--- config.mk ---
export PLATFORM = sky130hd
export DESIGN_NAME = r5p_gpio_ctrl
export DESIGN_NICKNAME = d
export VERILOG_FILES = /design/src/rtl/r5p_gpio_pkg.sv /design/src/rtl/r5p_gpio_debounce.sv /design/src/rtl/r5p_gpio_ctrl.sv
export SDC_FILE = /design/constraint.sdc
export NUM_CORES = 1
export LEC_CHECK = 0
export BUFFER_PORTS_ARGS = -buffer_cell sky130_fd_sc_hd__buf_2
export CORE_ASPECT_RATIO = 1.2
export CORE_UTILIZATION = 57
export DETAILED_ROUTE_END_ITERATION = 12
export PLACE_DENSITY = 0.81
export SLEW_MARGIN = 0
export SYNTH_ARGS = -nofsm -noshare
export SYNTH_HDL_FRONTEND = slang
export SYNTH_SLANG_ARGS = --single-unit
--- constraint.sdc ---
create_clock -name clk -period 2 [get_ports clk]
set_input_delay 0.1 -clock clk [delete_from_list [all_inputs] [get_ports clk]]
set_output_delay 0.1 -clock clk [all_outputs]
set_load 0.01 [all_outputs]
--- src/rtl/r5p_gpio_pkg.sv ---
// r5p_gpio_pkg: register offsets and shared types for the R5P GPIO controller
package r5p_gpio_pkg;

    // Byte offsets of the word registers; address bits [4:0] select among them.
    localparam logic [4:0] GPIO_OUT  = 5'h00;
    localparam logic [4:0] GPIO_ENA  = 5'h04;
    localparam logic [4:0] GPIO_IN   = 5'h08;
    localparam logic [4:0] GPIO_RISE = 5'h0C;
    localparam logic [4:0] GPIO_FALL = 5'h10;
    localparam logic [4:0] GPIO_IRE  = 5'h14;
    localparam logic [4:0] GPIO_IFE  = 5'h18;
    localparam logic [4:0] GPIO_TGL  = 5'h1C;

    typedef logic [32-1:0] gpio_reg_t;

endpackage

--- src/rtl/r5p_gpio_debounce.sv ---
// r5p_gpio_debounce: per-pin 3-sample input filter driven by a sample prescaler
//   clk, rst_n : clock, asynchronous active-low reset
//   gpio_i     : synchronized pin inputs
//   filt_o     : filtered pin values
// Only instantiated when GPIO_DEBOUNCE_EN is defined.
module r5p_gpio_debounce #(
    parameter int GW  = 32,
    parameter int DIV = 1000
) (
    input  logic          clk,
    input  logic          rst_n,
    input  logic [GW-1:0] gpio_i,
    output logic [GW-1:0] filt_o
);

    localparam int CW = $clog2(DIV);

    logic [CW-1:0] pre_q;
    logic          tick;
    logic          init_q;
    logic [GW-1:0] filt_q;
    logic [1:0]    cnt_q [GW];

    assign tick = pre_q == CW'(DIV - 1);

    // Before the first load the raw input is passed through, so the edge
    // detector seeds its history from the real pin level, not the reset 0.
    assign filt_o = init_q ? filt_q : gpio_i;

    always_ff @(posedge clk or negedge rst_n) begin
        if (!rst_n) begin
            pre_q  <= '0;
            init_q <= 1'b0;
            filt_q <= '0;
            for (int i = 0; i < GW; i++) cnt_q[i] <= 2'd0;
        end else begin
            pre_q  <= tick ? '0 : pre_q + 1'b1;
            init_q <= 1'b1;
            if (!init_q) begin
                filt_q <= gpio_i;
            end else if (tick) begin
                // A single-bit sample differing from the filtered value can only
                // be its inverse, so counting differing samples is enough.
                for (int i = 0; i < GW; i++) begin
                    if (gpio_i[i] != filt_q[i]) begin
                        if (cnt_q[i] == 2'd2) begin
                            filt_q[i] <= gpio_i[i];
                            cnt_q[i]  <= 2'd0;
                        end else begin
                            cnt_q[i] <= cnt_q[i] + 2'd1;
                        end
                    end else begin
                        cnt_q[i] <= 2'd0;
                    end
                end
            end
        end
    end

endmodule

--- src/rtl/r5p_gpio_ctrl.sv ---
// r5p_gpio_ctrl: memory-mapped GPIO controller with sticky edge flags and level irq
//   clk, rst_n          : clock, asynchronous active-low reset
//   bus_vld/wen/adr/ben/wdt : peripheral bus request (valid/ready, always ready)
//   bus_rdt, bus_err    : registered read response, one cycle after accept
//   bus_rdy             : request accepted (constant 1)
//   gpio_o, gpio_e      : pin output value and output enable
//   gpio_i              : synchronized pin inputs
//   irq                 : registered interrupt request
// Optional macro GPIO_DEBOUNCE_EN inserts r5p_gpio_debounce on the input path.
module r5p_gpio_ctrl
    import r5p_gpio_pkg::*;
#(
    parameter int GW  = 32,
    parameter int AW  = 5,
    parameter int BW  = 32,
    parameter int DIV = 1000
) (
    input  logic            clk,
    input  logic            rst_n,
    input  logic            bus_vld,
    input  logic            bus_wen,
    input  logic [AW-1:0]   bus_adr,
    input  logic [BW/8-1:0] bus_ben,
    input  logic [BW-1:0]   bus_wdt,
    output logic [BW-1:0]   bus_rdt,
    output logic            bus_err,
    output logic            bus_rdy,
    output logic [GW-1:0]   gpio_o,
    output logic [GW-1:0]   gpio_e,
    input  logic [GW-1:0]   gpio_i,
    output logic            irq
);

    logic [4:0]    sel;
    logic          bad;
    logic          wr;
    logic          rd;
    gpio_reg_t     bmask;
    logic [GW-1:0] wm;
    logic [GW-1:0] wd;
    logic [GW-1:0] in_cur;

    logic [GW-1:0] out_q, out_d;
    logic [GW-1:0] ena_q, ena_d;
    logic [GW-1:0] rise_q, rise_d;
    logic [GW-1:0] fall_q, fall_d;
    logic [GW-1:0] ire_q, ire_d;
    logic [GW-1:0] ife_q, ife_d;
    logic [GW-1:0] in_q;
    logic [GW-1:0] rise_e;
    logic [GW-1:0] fall_e;
    logic          run_q;
    logic          irq_q, irq_d;
    gpio_reg_t     rdt_q, rdt_d;
    logic          err_q;
    gpio_reg_t     rval;
    logic          unused_ok;

    assign sel = {bus_adr[4:2], 2'b00};

    generate
        if (AW > 5) begin : g_err
            assign bad = |bus_adr[AW-1:5];
        end else begin : g_noerr
            assign bad = 1'b0;
        end
    endgenerate

    for (genvar b = 0; b < BW / 8; b++) begin : g_ben
        assign bmask[8*b +: 8] = {8{bus_ben[b]}};
    end

    assign wr = bus_vld & bus_wen & ~bad;
    assign rd = bus_vld & ~bus_wen;
    assign wm = bmask[GW-1:0];
    assign wd = bus_wdt[GW-1:0] & wm;

`ifdef GPIO_DEBOUNCE_EN
    r5p_gpio_debounce #(
        .GW  (GW),
        .DIV (DIV)
    ) u_debounce (
        .clk    (clk),
        .rst_n  (rst_n),
        .gpio_i (gpio_i),
        .filt_o (in_cur)
    );
`else
    localparam int unused_div = DIV;
    assign in_cur = gpio_i;
`endif

    always_comb begin
        // run_q suppresses edges in the first cycle after reset while in_q
        // is seeded from the pins.
        rise_e = run_q ? (in_cur & ~in_q) : '0;
        fall_e = run_q ? (~in_cur & in_q) : '0;
        out_d  = (wr && sel == GPIO_OUT) ? ((out_q & ~wm) | wd) :
                 (wr && sel == GPIO_TGL) ? (out_q ^ wd) : out_q;
        ena_d  = (wr && sel == GPIO_ENA) ? ((ena_q & ~wm) | wd) : ena_q;
        ire_d  = (wr && sel == GPIO_IRE) ? ((ire_q & ~wm) | wd) : ire_q;
        ife_d  = (wr && sel == GPIO_IFE) ? ((ife_q & ~wm) | wd) : ife_q;
        // Clear is applied before the new edge is OR'ed in, so a same-cycle
        // edge keeps its flag.
        rise_d = (rise_q & ~((wr && sel == GPIO_RISE) ? wd : '0)) | rise_e;
        fall_d = (fall_q & ~((wr && sel == GPIO_FALL) ? wd : '0)) | fall_e;
        irq_d  = |((rise_q & ire_q) | (fall_q & ife_q));
        rval   = (sel == GPIO_OUT)  ? 32'(out_q)  :
                 (sel == GPIO_ENA)  ? 32'(ena_q)  :
                 (sel == GPIO_IN)   ? 32'(in_cur) :
                 (sel == GPIO_RISE) ? 32'(rise_q) :
                 (sel == GPIO_FALL) ? 32'(fall_q) :
                 (sel == GPIO_IRE)  ? 32'(ire_q)  :
                 (sel == GPIO_IFE)  ? 32'(ife_q)  : '0;
        rdt_d  = bad ? '0 : rval;
    end

    always_ff @(posedge clk or negedge rst_n) begin
        if (!rst_n) begin
            out_q  <= '0;
            ena_q  <= '0;
            rise_q <= '0;
            fall_q <= '0;
            ire_q  <= '0;
            ife_q  <= '0;
            in_q   <= '0;
            run_q  <= 1'b0;
            irq_q  <= 1'b0;
            rdt_q  <= '0;
            err_q  <= 1'b0;
        end else begin
            out_q  <= out_d;
            ena_q  <= ena_d;
            rise_q <= rise_d;
            fall_q <= fall_d;
            ire_q  <= ire_d;
            ife_q  <= ife_d;
            in_q   <= in_cur;
            run_q  <= 1'b1;
            irq_q  <= irq_d;
            if (rd) begin
                rdt_q <= rdt_d;
                err_q <= bad;
            end
        end
    end

    assign bus_rdt   = BW'(rdt_q);
    assign bus_err   = err_q;
    assign bus_rdy   = 1'b1;
    assign gpio_o    = out_q;
    assign gpio_e    = ena_q;
    assign irq       = irq_q;
    assign unused_ok = ^{bus_adr[1:0], bus_wdt, bmask};

endmodule

Yosys cells after proc, flatten, opt, wreduce, memory -nomap -nowiden
Index checks and enable logic that the tools add are counted.
{"block": "totals", "regBits": 258, "inputBits": 77, "out_inout_bits": 99, "wordCells": 67}
{"block": "classes", "reduce_logical": 10, "n_bitwise": 27, "eq_ne": 7, "mux": 13}
{"op": "$mux W32", "count": 13}
{"op": "$and A32 B32 Y32", "count": 11}
{"op": "$or A32 B32 Y32", "count": 7}
{"op": "$not A32 Y32", "count": 5}
{"op": "$reduce_or A32 Y1", "count": 1}
{"op": "$xor A32 B32 Y32", "count": 1}
{"op": "$eq A3 B3 Y1 const B", "count": 4}
{"op": "$logic_and A1 B1 Y1", "count": 7}
{"op": "$eq A3 B2 Y1 const B", "count": 2}
{"op": "$logic_not A5 Y1", "count": 1}
{"op": "$eq A3 B1 Y1 const B", "count": 1}
{"op": "$and A1 B1 Y1", "count": 2}
{"op": "$reduce_bool A2 Y1", "count": 1}
{"op": "$not A1 Y1", "count": 1}

Depth between registers and ports, before layout
Gate-level depths: netlist of the first run.
{"block": "depth", "depth_word": 8, "depth_mapped": 7, "mapped_depth_nobuf": 4}

Least setup slack after synthesis of the first run
No wires, ideal clock.
{"block": "synth_timing", "kind": "register to register", "startpoint": "reg fall_q[14]", "endpoint": "reg irq_q (netlist: irq)", "n_path_buf": 0, "setup_ns": 0.139, "stages_incl_launch_ff": 5, "synth_period_minus_slack_ns": 1.518, "arrival_ns": 1.380, "setup_slack_ns": 0.482, "required_time_ns": 1.861, "cell_sequence": "dfrtp_1 -> a22o_1 -> a221oi_1 -> nand4_1 -> or4_1"}
{"block": "synth_between", "elab_chain_cells": 3}
{"element": "start, declared", "line": "r5p_gpio_ctrl.sv:46", "rtl": "logic [GW-1:0] fall_q, fall_d;"}
{"element": "start signal, assigned", "line": "r5p_gpio_ctrl.sv:135", "rtl": "fall_q <= fall_d;"}
{"element": "$and A32 B32 Y32", "line": "r5p_gpio_ctrl.sv:107", "rtl": "irq_d = |((rise_q & ire_q) | (fall_q & ife_q));"}
{"element": "$or A32 B32 Y32", "line": "r5p_gpio_ctrl.sv:107"}
{"element": "$reduce_or A32 Y1", "line": "r5p_gpio_ctrl.sv:107"}
{"element": "named net irq_d", "line": "r5p_gpio_ctrl.sv:53", "rtl": "logic irq_q, irq_d;"}
{"element": "end signal, assigned", "line": "r5p_gpio_ctrl.sv:140", "rtl": "irq_q <= irq_d;"}
{"element": "end, declared", "line": "r5p_gpio_ctrl.sv:53"}
The timed path passes the listed nets, and every way through them passes these cells.
A chain may end at the register's enable or synchronous reset.

Worst setup path in the final report of the first run
{"block": "layout_timing", "startpoint": "reg rise_q[7]", "endpoint": "reg irq_q (netlist: irq)"}
{"block": "layout_between", "elab_chain_cells": 3}
{"element": "start, declared", "line": "r5p_gpio_ctrl.sv:45", "rtl": "logic [GW-1:0] rise_q, rise_d;"}
{"element": "start signal, assigned", "line": "r5p_gpio_ctrl.sv:134", "rtl": "rise_q <= rise_d;"}
{"element": "$and A32 B32 Y32", "line": "r5p_gpio_ctrl.sv:107"}
{"element": "$or A32 B32 Y32", "line": "r5p_gpio_ctrl.sv:107"}
{"element": "$reduce_or A32 Y1", "line": "r5p_gpio_ctrl.sv:107"}
{"element": "named net irq_d", "line": "r5p_gpio_ctrl.sv:53"}
The timed path passes the listed nets, and every way through them passes these cells.

==> results of run 1 <==
[stage by stage]
step                      instances  setup slack (ns)  area, µm²  total power [mW]  hold WS [ns]
after floorplan                1155            0.4818      12110             8.192       -0.1956
after global placement         1567            0.2211      13410             9.390       0.08417
after detailed placement       1567            0.1591      13410             9.522       0.08937
after CTS                      1679            0.1866      14960             14.62        0.1234
after global routing           1679            0.1325      14960             15.26        0.1277
final                          1679           0.08374      14960             14.74        0.1202
[area by class of cell]
cell class	instances	area (µm²)	area share, %
clock buffers	35	713.2	4.769
clock inverters	9	150.1	1.004
inverters	1	3.754	0.02510
multi-input cells	811	5251	35.11
flip-flops and latches	258	6457	43.18
well taps	270	337.8	2.259
repair buffers	295	2042	13.65
[layout by cell type (no fill, tap or decap), drive strengths merged, types with 35 or more instances in the layout]
master	synthesis	routed
mux2	115	115
o22ai	44	44
a21oi	103	103
dfrtp	258	258
o21ai	121	121
buf	37	227
dlygate4sd3	0	68
clkbuf	48	35
a31oi	40	40
nand2	159	159
[logic make-up after synthesis]
logic type	count (synthesis)	synth area share, %
AO/OA/AOI/OAI	424	21.79
buffers and inverters	86	3.359
flip-flops	258	53.33
multiplexers	133	12.19
other	2	0.06204
AND/OR/NAND/NOR	251	9.271
[per-layer routing]
metal	vias to the layer above	part of all wire, %	GRT usage, %	routed length (µm)
met5	-	0	0	0
met4	0	5.4	19.71	2182
met3	172	9.6	7.031	3883
met2	783	48	61.32	19390
met1	5533	37	46.94	14880
li1	4760	-	-	-
[power groups by stage]
| stage | registers (mW) | clock network (mW) | logic [mW] |
|---|---|---|---|
| 6_report | 6.78 | 5.06 | 2.90 |
| 5_1_grt | 6.85 | 5.28 | 3.13 |
| 4_1_cts | 6.73 | 5.05 | 2.84 |
| 3_5_place_dp | 6.81 | 0 | 2.71 |
| 3_3_place_gp | 6.78 | 0 | 2.61 |
| 2_1_floorplan | 6.77 | 0 | 1.42 |
[path summary, 6_finish.rpt]
path,to,slack [ns],depth (start not counted)
setup / recovery,irq$_DFF_PN0_,0.08,4
hold / removal,asynchronous set/reset pin,0.12,2
setup reg to reg,irq$_DFF_PN0_,0.08,4
hold reg to reg,rise_q[23]$_DFF_PN0_,0.46,1
max in group asynchronous,bus_rdt[3]$_DFFE_PN0P_,1.10,3
min in group clk,register,0.14,3
[repair_timing]
action | in CTS | in global routing
hold buffers | 68 | 0
setup buffers | 0 | 0
endpoints found under the hold margin | 288 | 0
==> run_results.csv, run 1 <==
group,metric,value,unit
power_and_ir_drop,power.density,985.7,mW/mm²
timing,min_period_over_period,95.81,%
floorplanning,pin_count,176,
place,io_buffer_count,171,
detailed_routing,drt_iter0_markers,1417,
power_and_ir_drop,comb_power_share,19.7,%
flow_run,max_cap_viol_count,0,
power_and_ir_drop,swShare,29.78,%
setup_path,arrival,2.31,ns
global_route,grtUsageTotal,37.37,%
finish,nets,1469,
timing,hold_viol,0,
synth,synth-edff-count,0,
global_route,grt_antenna_before_repair,0,
detailed_routing,via_count,11250,
cts,numCtsBuffers,25,
detailed_routing,wl_per_cell,24.03,µm
timing,maxSlewViolCount,0,
global_route,grt_pass1_vias,11240,
detailed_routing,viasPerCell,6.699,
setup_path,startpoint_type,"register",
finish,postLayoutCoreUtil,71.56,%
synth,synth_common_cells,"dfrtp_1, nand2_1, o21ai_0",
global_route,grt_overflow_total,0,
floorplanning,core_area,0.02090,mm²
timing,slew_headroom,7.728,%
synth,synthDistinctLibCells,43,
setup_path,worstPathCellList,"a22o_1, a221oi_1, nand4_1, or4_1",
timing,tightest_slew,1.370,ns
global_route,grt_pass1_wl,62260,µm
cts,cts_root_buf,"clkbuf_16",
timing,setup_viol,0,
setup_path,crit_path_max_incr_delay,0.54,ns
synth,syn_inst,1154,
finish,diodes,0,
timing,skew,0.01740,ns
finish,drive_gt1_share,27.47,%
synth,synth_area_leaders,"dfrtp_1, mux2_2, nand2_1",
floorplanning,die_w,135.0,µm
floorplanning,die_y,161.6,µm
power_and_ir_drop,power_frac_seq,46.0,%
synth,yosys_most_used_dff,"dfrtp_1",
detailed_routing,drc,0,
finish,area_growth,23.55,%
synth,ys_seq_area_share,53.33,%
setup_path,r2r_start,"rise_q[7]$_DFF_PN0_",
setup_path,crit_required,2.40,ns
synth,syn_area,0.01211,mm²
floorplanning,rows,58,
timing,rsz0062_at_grt,"false",
cts,cts.sinks,258,
synth,synth_seq_cells,258,
synth,yosys.cell_count.top_type,"dfrtp_1",
power_and_ir_drop,clkPwrFrac,34.4,%
synth,syn_avg_cell_area,10.49,µm²
place,gp_congestion,0.9370,
floorplanning,initial_core_util,57.92,%
global_route,grt_start_max_net_pins,70,
setup_path,critPathBufInv,0,
cts,htreeDepth,1,
setup_path,path_class,"register to register",
place,dp_hpwl,26510,µm
synth,yosys.area.top_type,"dfrtp_1",
setup_path,crit_path_end_kind,"register",
power_and_ir_drop,p_switching,4.390,mW
timing,fmax,521.9,MHz
detailed_routing,drtPass1Iterations,6,
finish,fillers,1424,
detailed_routing,wirelength,40340,µm
synth,synth_top_area_share,53.33,%
setup_path,slowest_stage,"or4_1",
synth,yosys_warnings,0,
detailed_routing,ant_nets,0,
status,status,"finished clean",
floorplanning,die_area,0.02183,mm²
power_and_ir_drop,p_leak,6.539,nW
min_path,worstHoldPathType,"input pin to asynchronous set/reset pin",
timing,final.setup.tns,0,ns
cts,cts_tree,"built",
power_and_ir_drop,internal_power,10.35,mW
power_and_ir_drop,vdd_drop_max,0.8347,mV
cts,clock_latency,0.53,ns
setup_path,crit_fanout,3,
cts,cts_resized,0,
cts,cts.reportedPaths.clkPinSlew,0.06,ns
cts,clockBufferDepth,3,
timing,min_period,1.916,ns
setup_path,cp_top_family,"compound AO/OA/AOI/OAI gates",
synth,synthArstFlopShare,100.0,%
setup_path,startpoint,"rise_q[7]$_DFF_PN0_",
Power figures use the tool's default switching activity.
==> run 2, diff against run 1 <==
- CORE_UTILIZATION: 57 -> 40
- PLACE_DENSITY: 0.81 -> 0.63
- clock period: 2 -> 1.57 ns (I/O delays scaled with it)
==> run 2 against run 1 <==
The run now ends with setup timing left. Global-route usage is 9.2 points lower. Combinational power is 44% higher. Worst setup slack got worse by 0.24 ns. Highest routed layer unchanged. Critical path depth unchanged. Cell count is 14% higher. Routed wire length rose by 7.2%. Register-to-register slack got worse by 0.24 ns.
==> run_results.csv, run 2 (synthesis gave the netlist of run 1 again) <==
group,metric,value,unit
min_path,worstHoldPathType,"input pin to asynchronous set/reset pin",
finish,nets,1585,
timing,final.setup.tns,-0.1558,ns
timing,setup_viol,1,
finish,area_growth,33.56,%
power_and_ir_drop,vdd_drop_max,0.7376,mV
setup_path,path_class,"register to register",
finish,instances_no_fill,1918,
cts,cts_root_buf,"clkbuf_16",
timing,min_period,1.726,ns
detailed_routing,drc,0,
cts,cts.reportedPaths.clkPinSlew,0.06,ns
finish,final_cell_mix,"dfrtp_1, buf_2, nand2_1",
floorplanning,rows,69,
cts,clockBufferDepth,3,
setup_path,crit_required,1.98,ns
detailed_routing,drtPass1Iterations,5,
global_route,grt_antenna_before_repair,0,
power_and_ir_drop,p_leak,7.143,nW
floorplanning,pin_count,176,
setup_path,r2r-end,"irq$_DFF_PN0_",
detailed_routing,via_count,11110,
place,dp_hpwl,31130,µm
detailed_routing,wirelength,43250,µm
setup_path,startpoint_type,"register",
status,status,"finished with violations",
status,violations,"setup timing",
floorplanning,die_w,160.8,µm
setup_path,cp-endpoint,"irq$_DFF_PN0_",
setup_path,crit_fanout,3,
cts,cts.sinks,258,
cts,cts_tree,"built",
cts,htreeDepth,1,
setup_path,r2r_start,"fall_q[5]$_DFF_PN0_",
finish,fillers,2627,
timing,fmax,579.5,MHz
global_route,grt_start_max_net_pins,63,
setup_path,startpoint,"fall_q[5]$_DFF_PN0_",
flow_run,max_cap_viol_count,0,
timing,skew,0.007881,ns
finish,drive_gt1_share,32.98,%
floorplanning,die_y,192.6,µm
floorplanning,initial_core_util,40.76,%
detailed_routing,wl_per_cell,22.55,µm
global_route,grt_overflow_total,0,
cts,clock_latency,0.54,ns
setup_path,arrival,2.14,ns
detailed_routing,ant_nets,0,
setup_path,crit_path_end_kind,"register",
power_and_ir_drop,power.density,1195,mW/mm²
setup_path,ff2ff_path_depth,4,
place,placed_cells,1792,
floorplanning,core_area,0.02970,mm²
finish,diodes,0,
setup_path,r2r_setup_slack,-0.16,ns
timing,min_period_over_period,109.9,%
global_route,grt_pass1_vias,11090,
place,preCtsSetupSlack,-0.1991,ns
floorplanning,die_area,0.03097,mm²
finish,postLayoutCoreUtil,54.44,%
finish,final_common_cell,"dfrtp_1",
detailed_routing,viasPerCell,5.792,
place,gp_congestion,0.9606,
global_route,grtUsageTotal,28.14,%
detailed_routing,drt_iter0_markers,914,
timing,rsz0062_at_grt,"true",
global_route,grt_pass1_wl,66010,µm
place,io_buffer_count,171,
timing,maxSlewViolCount,0,
cts,numCtsBuffers,28,
timing,hold_viol,0,
timing,fin_ws,-0.1558,ns
timing,hold_slack,0.01851,ns
==> run 2: cell types whose count changed in the layout (fill, tap and decap cells not counted), sizes merged <==
cell | previous run | this run
bufinv | 4 | 2
dlygate4sd3 | 68 | 75
clkinv | 3 | 10
buf | 227 | 333
clkinvlp | 2 | 1
clkbuf | 35 | 37
==> run 2: stage by stage <==
stage                     power, mW  area, µm²
after CTS                     19.40      16160
final                         19.32      16170
after global routing          20.16      16170
after detailed placement      12.64      14480
after global placement        12.55      14480
after floorplan               10.44      12110
==> run 2: worst min-delay path by stage <==
stage | end | slack (ns) | cells after the start
3_3_place_gp | bus_rdt[12]$_DFFE_PN0P_ | 0.0007 | 1
3_5_place_dp | bus_rdt[8]$_DFFE_PN0P_ | 0.004 | 1
5_1_grt | bus_rdt[12]$_DFFE_PN0P_ | 0.04 | 2
2_1_floorplan | asynchronous set/reset pin | -0.22 | 0
6_report | bus_rdt[12]$_DFFE_PN0P_ | 0.02 | 2
4_1_cts | asynchronous set/reset pin | 0.01 | 2
==> run 2: worst max-delay path: stages (launching register included) <==
cell and delay, ns:
dfrtp_1 0.40, a22o_1 0.24, a221oi_1 0.30, nand4_1 0.13, or4_1 0.54
==> run 2: timing repair <==
item / 4_1_cts / 5_1_grt
setup endpoints to repair: 1 / 1
resized for setup: 4 / 1
setup buffers: 1 / 0
hold endpoints to repair: 487 / 0
pin swaps: 1 / 0
hold buffers: 75 / 0
==> run 2: power breakdown <==
part	internal [mW]	switching [mW]	total (mW)
clock	3.83	2.75	6.57
sequential	7.64	0.911	8.55
combinational	2.10	2.09	4.19
total	13.6	5.75	19.3
==> run 2: final cells by class <==
| type | count | area [µm²] | area share [%] |
|---|---|---|---|
| flip-flops and latches | 258 | 6457 | 39.94 |
| multi-input cells | 811 | 5283 | 32.67 |
| inverters | 1 | 3.754 | 0.02322 |
| clock inverters | 13 | 117.6 | 0.7274 |
| well taps | 390 | 488.0 | 3.018 |
| repair buffers | 408 | 3033 | 18.76 |
| clock buffers | 37 | 785.8 | 4.860 |
==> run 2: layer usage <==
metal  GRT usage [%]  vias up  wire, µm
met3           3.933       87      2741
met5               0        -         0
met2           47.89      461     21160
met1           36.16     5556     17740
met4           11.36        0      1602
li1                -     5006         -
